File: config.mk
export PLATFORM = sky130hd
export DESIGN_NAME = mdu_issue_queue
export DESIGN_NICKNAME = d
export VERILOG_FILES = /design/src/rtl/mdu_pkg.sv /design/src/rtl/mdu_req_fifo.sv /design/src/rtl/mdu_issue_queue.sv
export SDC_FILE = /design/constraint.sdc
export NUM_CORES = 1
export LEC_CHECK = 0
export CELL_PAD_IN_SITES_DETAIL_PLACEMENT = 1
export CELL_PAD_IN_SITES_GLOBAL_PLACEMENT = 2
export CORE_ASPECT_RATIO = 0.75
export CORE_MARGIN = 4
export CORE_UTILIZATION = 48
export CTS_CLUSTER_DIAMETER = 120
export DETAILED_ROUTE_END_ITERATION = 16
export DONT_BUFFER_PORTS = 1
export PLACE_DENSITY_LB_ADDON = 0.12
export SLEW_MARGIN = 20
export SYNTH_ARGS = -nofsm -noshare
export SYNTH_HDL_FRONTEND = slang
export SYNTH_SLANG_ARGS = --single-unit
File: constraint.sdc
create_clock -name clk -period 6.8 [get_ports clk]
set_input_delay 1.36 -clock clk [delete_from_list [all_inputs] [get_ports clk]]
set_output_delay 1.36 -clock clk [all_outputs]
set_load 0.03 [all_outputs]
File: src/rtl/mdu_pkg.sv
// Shared MDU definitions: op codes, issue-queue FSM states and the queued entry layout.
package mdu_pkg;

   localparam int MDU_OPW   = 4;
   localparam int MDU_WIDTH = 32;

   typedef enum logic [MDU_OPW-1:0] {
      MDU_NONE  = 4'd0,
      MDU_MULT  = 4'd1,
      MDU_MULTU = 4'd2,
      MDU_DIV   = 4'd3,
      MDU_DIVU  = 4'd4,
      MDU_MADD  = 4'd5,
      MDU_MADDU = 4'd6,
      MDU_MSUB  = 4'd7,
      MDU_MSUBU = 4'd8
   } mdu_op_e;

   typedef enum logic [1:0] {
      IDLE  = 2'd0,
      ISSUE = 2'd1,
      WAIT  = 2'd2
   } mdu_state_e;

   typedef struct packed {
      logic [MDU_OPW-1:0]   op;
      logic [MDU_WIDTH-1:0] a;
      logic [MDU_WIDTH-1:0] b;
   } mdu_entry_t;

endpackage

File: src/rtl/mdu_req_fifo.sv
// Synchronous request FIFO with async active-low reset and a synchronous clear that beats push/pop.
module mdu_req_fifo #(
   parameter int DEPTH = 4,
   parameter int W     = 68
) (
   input  logic                         clk,
   input  logic                         reset,
   input  logic                         clear,
   input  logic                         wr_en,
   input  logic [W-1:0]                 wr_data,
   input  logic                         rd_en,
   output logic [W-1:0]                 rd_data,
   output logic                         full,
   output logic                         empty,
   output logic [$clog2(DEPTH+1)-1:0]   count
);

   localparam int AW = $clog2(DEPTH);
   localparam int CW = $clog2(DEPTH+1);

   logic [W-1:0]  mem [DEPTH];
   logic [AW-1:0] wr_ptr;
   logic [AW-1:0] rd_ptr;
   logic          do_wr;
   logic          do_rd;

   assign full    = (count == CW'(DEPTH));
   assign empty   = (count == '0);
   assign do_wr   = wr_en && !full;
   assign do_rd   = rd_en && !empty;
   assign rd_data = mem[rd_ptr];

   // DEPTH is a power of two, so pointer overflow is the modulo wrap.
   always_ff @(posedge clk or negedge reset) begin
      if (!reset) begin
         wr_ptr <= '0;
         rd_ptr <= '0;
         count  <= '0;
      end else if (clear) begin
         wr_ptr <= '0;
         rd_ptr <= '0;
         count  <= '0;
      end else begin
         if (do_wr) wr_ptr <= wr_ptr + 1'b1;
         if (do_rd) rd_ptr <= rd_ptr + 1'b1;
         case ({do_wr, do_rd})
            2'b10:   count <= count + 1'b1;
            2'b01:   count <= count - 1'b1;
            default: ;
         endcase
      end
   end

   always_ff @(posedge clk) begin
      if (do_wr && !clear) mem[wr_ptr] <= wr_data;
   end

endmodule

File: src/rtl/mdu_issue_queue.sv
// EX-stage issue queue in front of the MDU: buffers ops, issues one at a time, stalls HI/LO access, aborts on flush.
// Optional MDU_ISSUE_BYPASS_EN: an op arriving at an idle, empty queue skips the FIFO write.
module mdu_issue_queue
   import mdu_pkg::*;
#(
   parameter int DEPTH = 4,
   parameter int WIDTH = 32,
   parameter int OPW   = 4
) (
   input  logic                         clk,
   input  logic                         reset,
   input  logic                         flush,
   input  logic                         req_valid,
   input  logic [OPW-1:0]               req_op,
   input  logic [WIDTH-1:0]             req_a,
   input  logic [WIDTH-1:0]             req_b,
   output logic                         req_ready,
   input  logic                         hilo_acc,
   output logic                         stall,
   input  logic                         mdu_busy,
   output logic [OPW-1:0]               mdu_op,
   output logic [WIDTH-1:0]             mdu_a,
   output logic [WIDTH-1:0]             mdu_b,
   output logic                         mdu_clr,
   output logic [$clog2(DEPTH+1)-1:0]   q_count,
   output logic [1:0]                   state_dbg
);

   localparam int W = OPW + 2*WIDTH;

   mdu_state_e state;
   mdu_state_e state_nxt;
   logic [W-1:0] head;
   logic [W-1:0] req_ent;
   logic [W-1:0] issue_ent;
   logic         full;
   logic         empty;
   logic         push_ok;
   logic         bypass;
   logic         wr_en;
   logic         rd_en;

   assign req_ent   = {req_op, req_a, req_b};
   assign req_ready = !full;
   assign push_ok   = req_valid && req_ready && (req_op != '0) && !flush;

`ifdef MDU_ISSUE_BYPASS_EN
   assign bypass = push_ok && (state == IDLE) && empty && !mdu_busy;
`else
   assign bypass = 1'b0;
`endif

   assign wr_en = push_ok && !bypass;
   // A bypassed op never enters the FIFO, so an empty FIFO in ISSUE means nothing to pop.
   assign rd_en = (state == ISSUE) && !empty;

   mdu_req_fifo #(.DEPTH(DEPTH), .W(W)) u_fifo (
      .clk     (clk),
      .reset   (reset),
      .clear   (flush),
      .wr_en   (wr_en),
      .wr_data (req_ent),
      .rd_en   (rd_en),
      .rd_data (head),
      .full    (full),
      .empty   (empty),
      .count   (q_count)
   );

   // An op pushed into an idle, empty queue issues in the very next cycle.
   always_comb begin
      state_nxt = state;
      issue_ent = head;
      case (state)
         IDLE: begin
            if (empty) issue_ent = req_ent;
            if (!mdu_busy && (!empty || push_ok)) state_nxt = ISSUE;
         end
         ISSUE:   state_nxt = WAIT;
         WAIT:    if (!mdu_busy) state_nxt = empty ? IDLE : ISSUE;
         default: state_nxt = IDLE;
      endcase
      if (flush) state_nxt = IDLE;
   end

   always_ff @(posedge clk or negedge reset) begin
      if (!reset) begin
         state   <= IDLE;
         mdu_op  <= '0;
         mdu_a   <= '0;
         mdu_b   <= '0;
         mdu_clr <= 1'b0;
      end else begin
         state   <= state_nxt;
         mdu_clr <= flush && (state != IDLE);
         if (state_nxt == ISSUE) {mdu_op, mdu_a, mdu_b} <= issue_ent;
         else                    {mdu_op, mdu_a, mdu_b} <= '0;
      end
   end

   assign stall = (hilo_acc && ((q_count != '0) || (state != IDLE) || mdu_busy))
                || (req_valid && !req_ready);

   assign state_dbg = state;

endmodule

# After elaboration in Yosys (flattened, before gate mapping)
# Memory sizes are Yosys's and may differ from the RTL's.
# Index checks and enable logic that the tools add are counted.
# Widths: inputs -> output; s select.
# totals
register_bits	78
output_inout_bits	76
mem_bits_rw	272
memories	1
word_cells	64
# classes
mux	18
n_addsub	4
eq_ne	6
n_reduce_logical	27
# mem_list
name	words	word_bits	read_ports	rd_clocked_by_memory_dff	wr	line_no	source
u_fifo.mem	4	68	1	0	1	mdu_req_fifo.sv:21	logic [W-1:0] mem [DEPTH];
# ops
op	count
$mux 68	2
$mux 32	2
$mux 2	7
$logic_and 1x1->1	11
$eq 2x1->1 const B	3
$pmux 2 s3	1
$pmux 3 s2	1
$reduce_bool 2->1	3
$reduce_bool 3->1	2
$add 2x1->2 const B	2
$eq 2x2->1 const B	2
$logic_not 1->1	4
$logic_or 1x1->1	4
$mux 4	1
$reduce_bool 4->1	1
$add 3x1->3 const B	1
$eq 3x3->1 const B	1
$logic_not 3->1	1
$mux 1	3
$mux 3	1
$sub 3x1->3 const B	1
$logic_not 2->1	1

# Depth between registers and ports, before layout
# Gate-level depths: netlist (run 1).
# depth
word_depth	12
ltp_mapped	10

# Modules after synthesis
# From an unflattened synthesis (run 1), not the netlist that was laid out.
# unflattened
hier_cells	593
hier_area_um2	13087.6
# by_module_without_submodules
mod	area_each_um2	seq_area_each_um2	n_inst	cells_per_inst
mdu_req_fifo	10481.3	8343.0	1	422
mdu_issue_queue	2606.2	1776.7	1	171

# Worst setup path before layout (run 1)
# No wires, ideal clock.
# synth_path
path_type	input -> register
startpoint	input port req_op[0]
endpoint	memory u_fifo.mem[0][0], enable pin
slack_ns	2.768
n_path_buf	0
arrival_ns	3.599
setup_time_ns	0.433
required_time_ns	6.367
path_stages	3
cell_sequence	o41ai_2 a211oi_1 and2_1
# synth_between
elab_chain_cells	7
# synth_lines
element	line_no	source
from (decl)	mdu_issue_queue.sv:14	input logic [OPW-1:0] req_op,
$reduce_bool 4->1	mdu_issue_queue.sv:45	assign push_ok = req_valid && req_ready && (req_op != '0) && !flush;
$logic_and 1x1->1 (2 in series)	mdu_issue_queue.sv:45	
$logic_and 1x1->1	mdu_req_fifo.sv:29	assign do_wr = wr_en && !full;
$logic_and 1x1->1	mdu_req_fifo.sv:55	if (do_wr && !clear) mem[wr_ptr] <= wr_data;
$mux 1	mdu_req_fifo.sv:55	
$mux 1 (not written as such)	mdu_req_fifo.sv:55	
to (decl)	mdu_req_fifo.sv:21	
# Every way passes these cells.

# Worst setup path in the final report (run 1)
# layout_path
startpoint	register u_fifo.count[1]
endpoint	output port stall
# layout_between
elab_chain_cells	5
word_cells_on_any_way	7
cone_classes	1 x eq/ne; 6 x reduce/logical
# layout_lines
element	line_no	source
from (decl)	mdu_req_fifo.sv:15	output logic [$clog2(DEPTH+1)-1:0] count
from (signal assigned)	mdu_req_fifo.sv:47	2'b10: count <= count + 1'b1;
from (signal assigned)	mdu_req_fifo.sv:48	2'b01: count <= count - 1'b1;
$reduce_bool 3->1	mdu_issue_queue.sv:101	assign stall = (hilo_acc && ((q_count != '0) || (state != IDLE) || mdu_busy))
$logic_or 1x1->1 (2 in series)	mdu_issue_queue.sv:101	
$logic_and 1x1->1	mdu_issue_queue.sv:101	
$logic_or 1x1->1 (*)	mdu_issue_queue.sv:102	|| (req_valid && !req_ready);
to (decl)	mdu_issue_queue.sv:19	output logic stall,
# Mark *: on every way between the ends. The rest lies on a longest branch, timed or not.

==> impl_metrics.toml, run 1 <==
[flow_run]
cap_viol_max_count = 0

[logic_synthesis]
async_reset_ff_share_pct = 22.3
synth.distinct_cells = 35
synth_edf_count = 272
synth_area_per_cell_sq_um = 19.7
synthFlopType = "edfxtp_1"
synth_cells = 663
netlist_area_sq_um = 13000
synth-seq-cells = 350
yosysWarnings = 0
synth.net_count = 742
yosysSeqAreaShare_pct = 77.6

[global_route]
grt_max_degree = 79
antenna_found_initial = 0
grt.overflow.total = 0
grt_pass1_vias = 6854
grt_pass1_wl_microns = 42000
grt.total_usage_pct = 18.7

[layout]
drive_above_1_share_pct = 21.0
final_cell_mix = "edfxtp_1, nor2_1, dfrtp_1, mux4_2, a22oi_1"
diodes = 0
nFillCells = 2258
final_common_cell = "edfxtp_1"
final_nets = 745
synthToLayoutAreaGrowth_pct = 12.0
utilization_pct = 55.4

[power_and_ir_drop]
powerDensity_nw_per_um2 = 319
power.internal_uw = 3660
p_clk_share_pct = 42.5
pwr-share-seq_pct = 52.7
power_frac_comb_pct = 4.9
vdd_ir_drop_max_v = 0.000224
switchingPower_uw = 1000
swShare_pct = 21.5
p_leak_uw = 0.00486

[drt]
drc = 0
routed-via-count = 6158
routedWlPerCell_microns = 26.4
firstDrtPassIters = 4
ant_nets = 0
drtIter0Drc = 339
wl_microns = 27400
viasPerCell = 5.94

[placement]
io_buffer_count = 0
dp_hpwl_microns = 14600
gp_congestion = 0.758
post-place-ws_ps = 3070

[cts]
clock_sinks = 350
cts_tree = "done"
numCtsBuffers = 36
postCtsResizedCells = 0
cts_root_buf = "clkbuf_16"
clkTransAtPathRegs_ps = 60
clockBufferDepth = 3
clk_latency_ps = 510
cts_max_level = 2
cts_setup_buffers = 0
holdBufCountCts = 0

[timing]
worst_clock_skew_ps = 12.7
drv_slew = 0
hold_viol = 0
finalSetupViolCount = 0
setup_tns_ps = 0
period_minus_slack_ps = 3610
rsz0062_at_grt = "false"
period_share_pct = 53.1
postLayoutSetupSlackWorst_ps = 3190
tightest_slew_ps = 1130
maxSlewHeadroom_pct = 24.7
fmax_mhz = 277

[floorplan]
coreArea_sq_um = 26400
boundaryPins = 150
die_area_sq_um = 29900
core.rowCount = 51
die_x_microns = 198
fp.dieH_microns = 151
initial_core_util_pct = 49.5

[hold_path]
hp-class = "in2async"

[setup_path]
crit_type = "reg2out"
cp-end-kind = "primary output"
start_kind = "register"
crit_required_ps = 5440
crit_fanout = 8
crit_arrival_ps = 2250

[status]
status = "complete, no violations"
## stage by stage
| step | power (uW) | cell area (sq um) | instances | hold WS (ps) |
|---|---|---|---|---|
| final | 4660 | 14600 | 1036 | 540 |
| after global routing | 4840 | 14600 | 1036 | 506 |
| after CTS | 4720 | 14600 | 1034 | 511 |
| after detailed placement | 2730 | 13400 | 970 | 612 |
| after global placement | 2720 | 13400 | 970 | 588 |
| after floorplan | 2660 | 13000 | 663 | 562 |
## final cells by class
cell class / instances / area [sq um] / share of cell area (%)
clock buffer: 46 / 990 / 6.78
clock inverter: 18 / 205 / 1.40
multi-input combinational: 269 / 2750 / 18.8
tap: 344 / 430 / 2.95
timing repair buffer: 7 / 92.6 / 0.634
inverter: 2 / 7.51 / 0.0514
sequential: 350 / 10100 / 69.3
## power by group through the flow
stage	clock, uW	combinational, uW	sequential [uW]
2_1_floorplan	0	171	2490
3_3_place_gp	0	222	2500
3_5_place_dp	0	226	2500
4_1_cts	2030	228	2460
5_1_grt	2130	249	2460
6_report	1980	227	2450
## routing by layer
layer	vias to the layer above	wire (microns)	GRT usage (%)
met4	0	459	4.89
li1	2648	-	-
met3	37	2070	5.14
met5	-	0	0
met2	185	13000	29.0
met1	3288	11800	26.8
## cell usage after synthesis (3+ instances only)
cell type	number	area share, %
or3_1	3	0.14
buf_1	5	0.14
a21oi_1	6	0.23
nand2_1	7	0.20
buf_2	7	0.27
o21ai_0	4	0.15
buf_4	3	0.17
edfxtp_1	272	63
mux4_2	68	12
clkbuf_1	27	0.78
ha_1	4	0.38
nor2_1	76	2.2
dfrtp_1	78	15
a22oi_1	68	3.9
and2_1	6	0.29
## cells by family (layout without fill, tap and decap cells)
logic type | after synthesis | after routing | synth area share (%)
buf+inv | 44 | 73 | 1.42
xor+xnor | 4 | 4 | 0.269
fa+ha+maj | 5 | 5 | 0.537
simple gates | 103 | 103 | 3.43
compound gates | 88 | 88 | 4.95
mux | 69 | 69 | 11.8
flops | 350 | 350 | 77.6
## registers in the layout (all words and copies together), names as in the netlist, 2 cells and up
register / flops
mdu_a: 32
mdu_op: 4
state_dbg: 2
u_fifo.count: 3
u_fifo.rd_ptr: 2
u_fifo.mem: 272
mdu_b: 32
u_fifo.wr_ptr: 2
## final timing paths
path / depth (start not counted) / endpoint / slack, ps / start
setup / recovery: 3 / stall / 3190 / u_fifo.count[1]$_DFFE_PN0P_
setup reg to reg: 8 / u_fifo.count[1]$_DFFE_PN0P_ / 3660 / u_fifo.count[2]$_DFFE_PN0P_
hold reg to reg: 2 / u_fifo.wr_ptr[0]$_DFFE_PN0P_ / 640 / u_fifo.wr_ptr[0]$_DFFE_PN0P_
min in group clk: 2 / u_fifo.wr_ptr[0]$_DFFE_PN0P_ / 640 / u_fifo.wr_ptr[0]$_DFFE_PN0P_
hold / removal: 0 / mdu_b[24]$_DFF_PN0_ / 540 / reset
max in group asynchronous: 0 / u_fifo.rd_ptr[0]$_DFFE_PN0P_ / 6120 / reset
## worst max-delay path: stages (launching register included)
cell,delay [ps]
dfrtp_1,570
nor2_1,570
a21oi_1,140
nor2_1,460
No activity file was read; power rests on OpenSTA's default activity.
==> run 2, diff against run 1 <==
- ABC_AREA: unset -> 1
- CORE_UTILIZATION: 48 -> 43
- clock period: 6.8 -> 3.4 ns (I/O delays scaled with it)
==> run 2 against run 1 <==
  * Sequential share of layout area shrank 2.0 points
  * Largest cell class unchanged
  * Core utilization shrank 6.1 points
  * First-iteration DRC count rose by 48%
  * Global-route usage shrank 0.095 points
  * Clock power grew 88%
  * Final cell count is 41% higher
  * Synthesized cell count rose by 56%
  * Critical path depth increased by 4
  * Design area is 3.0% higher
  * Count of clock-buffer cells in the layout up 13
==> impl_metrics.toml, run 2 <==
[logic_synthesis]
synth_cells = 1037
synth_most_common_cell = "nor2_1"
netlist_area_sq_um = 13400
yosysSeqAreaShare_pct = 75.3
synthFlopType = "edfxtp_1"
yosysWarnings = 0
synth_area_per_cell_sq_um = 13.0
ys_top_cells_by_area = "edfxtp_1, dfrtp_1, nor2_1"
synth.distinct_cells = 29
async_reset_ff_share_pct = 22.3
synth-seq-cells = 350
synth_edf_count = 272
yosys-top-cells-count = "nor2_1, edfxtp_1, o21ai_0"
yosys.area.top_type = "edfxtp_1"
synth.net_count = 1116
synth_top_area_share_pct = 60.8

[placement]
post-place-ws_ps = 728
gp_congestion = 0.736
dp_hpwl_microns = 17000
io_buffer_count = 0

[setup_path]
start_kind = "register"
regToRegSetupSlack_ps = 760
crit_required_ps = 2720
crit_arrival_ps = 2290
crit_type = "reg2out"
cp-end-kind = "primary output"
crit_fanout = 39

[global_route]
antenna_found_initial = 0
grt.total_usage_pct = 18.6
grt.overflow.total = 0
grt_max_degree = 138
grt_pass1_wl_microns = 49900
grt_pass1_vias = 8460

[floorplan]
boundaryPins = 150
core.rowCount = 55
die_x_microns = 212
die_area_sq_um = 34200
initial_core_util_pct = 44.1
fp.dieH_microns = 161
coreArea_sq_um = 30500

[layout]
synthToLayoutAreaGrowth_pct = 12.0
final_common_cell = "nor2_1"
drive_above_1_share_pct = 7.76
top_regs = "u_fifo.mem (272), mdu_a (32), mdu_b (32)"
final_nets = 1108
largest_register_ff_count = 272
utilization_pct = 49.3
top_register = "u_fifo.mem"
diodes = 0
final_cell_mix = "nor2_1, edfxtp_1, o21ai_0, o21ai_1, dfrtp_1"

[timing]
drv_slew = 0
period_minus_slack_ps = 2970
hold_viol = 0
rsz0062_at_grt = "false"
maxSlewHeadroom_pct = 55.1
postLayoutSetupSlackWorst_ps = 426
finalSetupViolCount = 0
tightest_slew_ps = 674
period_share_pct = 87.5
worst_clock_skew_ps = 21.5
fmax_mhz = 336

[cts]
cts_tree = "done"
cts_max_level = 2
cts_setup_buffers = 0
clockBufferDepth = 3
numCtsBuffers = 37
cts_root_buf = "clkbuf_16"
clk_latency_ps = 540
clock_sinks = 350
clkTransAtPathRegs_ps = 60

[power_and_ir_drop]
total_power_uw = 9170
p_leak_uw = 0.00532
vdd_ir_drop_max_v = 0.000428
powerDensity_nw_per_um2 = 610

[drt]
ant_nets = 0
viasPerCell = 5.42
firstDrtPassIters = 4
routedWlPerCell_microns = 21.7
drtIter0Drc = 501
drc = 0
routed-via-count = 7886
wl_microns = 31500

[status]
status = "complete, no violations"

[hold_path]
hp-class = "in2async"

[flow_run]
cap_viol_max_count = 0
## run 2: cell families after synthesis
| logic type | count (synthesis) | synth area share [%] |
|---|---|---|
| flip-flops | 350 | 75.3 |
| AND/OR/NAND/NOR | 311 | 9.00 |
| AO/OA/AOI/OAI | 281 | 11.8 |
| buffers and inverters | 89 | 3.31 |
| adder cells (fa/ha/maj) | 5 | 0.522 |
| XOR/XNOR | 1 | 0.0652 |
## run 2: worst paths after layout
kind / startpoint / endpoint / cells past startpoint
max reg2reg: u_fifo.count[1]$_DFFE_PN0P_ / u_fifo.count[2]$_DFFE_PN0P_ / 12
max in group asynchronous: reset / u_fifo.rd_ptr[0]$_DFFE_PN0P_ / 1
min reg2reg: u_fifo.wr_ptr[0]$_DFFE_PN0P_ / u_fifo.wr_ptr[0]$_DFFE_PN0P_ / 1
min in group clk: flush / state_dbg[1]$_DFF_PN0_ / 1
min: reset / state_dbg[0]$_DFF_PN0_ / 1
max: u_fifo.count[1]$_DFFE_PN0P_ / stall / 7
## run 2: layout make-up
| type | count | area (sq um) |
|---|---|---|
| Clock buffer | 59 | 1050 |
| Clock inverter | 8 | 67.6 |
| Sequential cell | 350 | 10100 |
| Inverter | 21 | 83.8 |
| Tap cell | 399 | 499 |
| Timing Repair Buffer | 21 | 315 |
| Fill cell | 3074 | 15400 |
| Multi-Input combinational cell | 598 | 2900 |
## run 2: power breakdown
group | leakage [uW] | internal (uW) | total (uW) | switching, uW
Clock | 0.000540 | 2130 | 3730 | 1600
Sequential | 0.00354 | 4770 | 4900 | 132
Combinational | 0.00124 | 166 | 546 | 380
## run 2: metrics by stage
step	area (sq um)	cells	hold slack (ps)	setup TNS (ps)
floorplan	13400	1037	384	-289940
global placement	13900	1388	387	0
detailed placement	13900	1388	387	0
CTS	15000	1456	73.1	0
global route	15000	1456	96.0	0
finish	15000	1456	78.2	0
## run 2: critical path: stages (launching register included)
cell,delay [ps]
dfrtp_1,540
nor2_2,220
nand2_1,130
nor2_2,190
inv_4,200
o21ai_0,210
o21ai_0,100
buf_4,170
## run 2: routing by layer
layer | vias to the layer above | track usage [%] | wire length, microns
li1 | 3698 | - | -
met1 | 4005 | 25.3 | 14300
met2 | 142 | 30.2 | 14800
met3 | 41 | 5.09 | 1830
met4 | 0 | 4.51 | 595
met5 | - | 0 | 0
## run 2: repair_timing
item | 4_1_cts | 5_1_grt
endpoints found under the setup margin | 0 | 0
hold buffers | 1 | 0
hold endpoints to repair | 78 | 0
resized for setup | 0 | 0
==> run 3, diff against run 2 <==
- CTS_BUF_LIST: unset -> sky130_fd_sc_hd__clkbuf_16
==> run 3 against run 2 <==
  * Critical path depth did not move
  * Clock power fell by 4%
  * Via count barely moved
  * Die area did not move
  * Final cell count did not move
  * Largest power group unchanged
==> impl_metrics.toml, run 3 (synthesis results as in run 2) <==
[timing]
fmax_mhz = 336
finalSetupViolCount = 0
drv_slew = 0
period_minus_slack_ps = 2970
hold_viol = 0
setup_tns_ps = 0
maxSlewHeadroom_pct = 55.3
tightest_slew_ps = 670
rsz0062_at_grt = "false"
worst_clock_skew_ps = 21.3
period_share_pct = 87.5

[placement]
gp_congestion = 0.736
io_buffer_count = 0
dp_hpwl_microns = 17000
dpl.cell_count = 1388

[layout]
final_nets = 1108
diodes = 0
top_register = "u_fifo.mem"
final_cell_mix = "nor2_1, edfxtp_1, o21ai_0, o21ai_1, dfrtp_1"
top_regs = "u_fifo.mem (272), mdu_a (32), mdu_b (32)"
synthToLayoutAreaGrowth_pct = 11.7
utilization_pct = 49.2
final_common_cell = "nor2_1"
largest_register_ff_count = 272
fin_cells = 1456
drive_above_1_share_pct = 7.38

[cts]
clock_sinks = 350
cts_tree = "done"
clkTransAtPathRegs_ps = 60
cts_max_level = 2
clk_latency_ps = 530
postCtsResizedCells = 0
clockBufferDepth = 3
cts_root_buf = "clkbuf_16"
numCtsBuffers = 37

[setup_path]
critPathLaunch = "u_fifo.count[1]$_DFFE_PN0P_"
crit_arrival_ps = 2290
regToRegSetupSlack_ps = 750
rr_startpoint = "u_fifo.count[1]$_DFFE_PN0P_"
crit_fanout = 39
r2r-end = "u_fifo.count[2]$_DFFE_PN0P_"
r2r_cells = 12
crit_type = "reg2out"
crit_required_ps = 2720
cp-end-kind = "primary output"
start_kind = "register"
endpoint = "stall"

[drt]
viasPerCell = 5.41
routed-via-count = 7883
wl_microns = 31500
drtIter0Drc = 450
ant_nets = 0
routedWlPerCell_microns = 21.6
firstDrtPassIters = 4
drc = 0

[floorplan]
fp.dieH_microns = 161
coreArea_sq_um = 30500
die_x_microns = 212
boundaryPins = 150
die_area_sq_um = 34200
initial_core_util_pct = 44.1
core.rowCount = 55

[global_route]
grt.total_usage_pct = 18.6
grt_max_degree = 138
grt.overflow.total = 0
antenna_found_initial = 0
grt_pass1_vias = 8466
grt_pass1_wl_microns = 49800

[power_and_ir_drop]
p_leak_uw = 0.00537
powerDensity_nw_per_um2 = 601
vdd_ir_drop_max_v = 0.000428

[hold_path]
hp-class = "in2async"

[status]
status = "complete, no violations"

[flow_run]
cap_viol_max_count = 0
run 3: cell types whose count changed in the layout (fill, tap and decap cells not counted):
cell      previous run  this run
clkbuf_1            18         0
inv_1               19        37
clkbuf_8             4         0
clkinv_1             2         6
run 3: where the power goes:
part	switching (uW)	internal, uW	total (uW)
sequential	132	4770	4900
combinational	380	166	546
clock	1590	1980	3580
run 3: cell type report:
type                       count  area [sq um]
clock inverter                30           150
inverter                      21          83.8
multi-input combinational    598          2900
clock buffer                  37           926
timing repair buffer          21           315
sequential                   350         10100
fill                        3079         15500
tap                          399           499
run 3: repair_timing:
action                    in CTS  in global routing
hold buffers                   1                  0
setup buffers                  0                  0
hold endpoints to repair      78                  0
run 3: layer usage:
layer	up-vias	GRT usage, %	wire (microns)
met3	42	5.09	1730
met4	0	4.51	596
met5	-	0	0
li1	3701	-	-
met1	4008	25.3	14400
met2	132	30.2	14800
run 3: worst min path at each step:
stage / start / to / slack, ps / cells past startpoint
2_1_floorplan: reset / mdu_a[0]$_DFF_PN0_ / 380 / 0
3_3_place_gp: reset / mdu_b[9]$_DFF_PN0_ / 390 / 0
6_report: reset / u_fifo.wr_ptr[0]$_DFFE_PN0P_ / 80 / 1
4_1_cts: reset / state_dbg[0]$_DFF_PN0_ / 70 / 1
3_5_place_dp: reset / mdu_b[9]$_DFF_PN0_ / 390 / 0
5_1_grt: reset / state_dbg[0]$_DFF_PN0_ / 100 / 1
run 3: worst max-delay path, cell delays in order (launching register included):
cell and delay [ps]:
dfrtp_1 540, nor2_2 220, nand2_1 130, nor2_2 190
inv_4 200, o21ai_0 210, o21ai_0 100, buf_4 170
run 3: through the flow:
stage               hold WS (ps)  total power [uW]  cell area [sq um]  worst slack [ps]
detailed placement           387              5520              13900               728
global placement             387              5520              13900               775
global route                95.6              9420              15000               230
floorplan                    384              5360              13400             -1070
finish                      79.5              9020              15000               427
CTS                         73.0              9160              15000               344
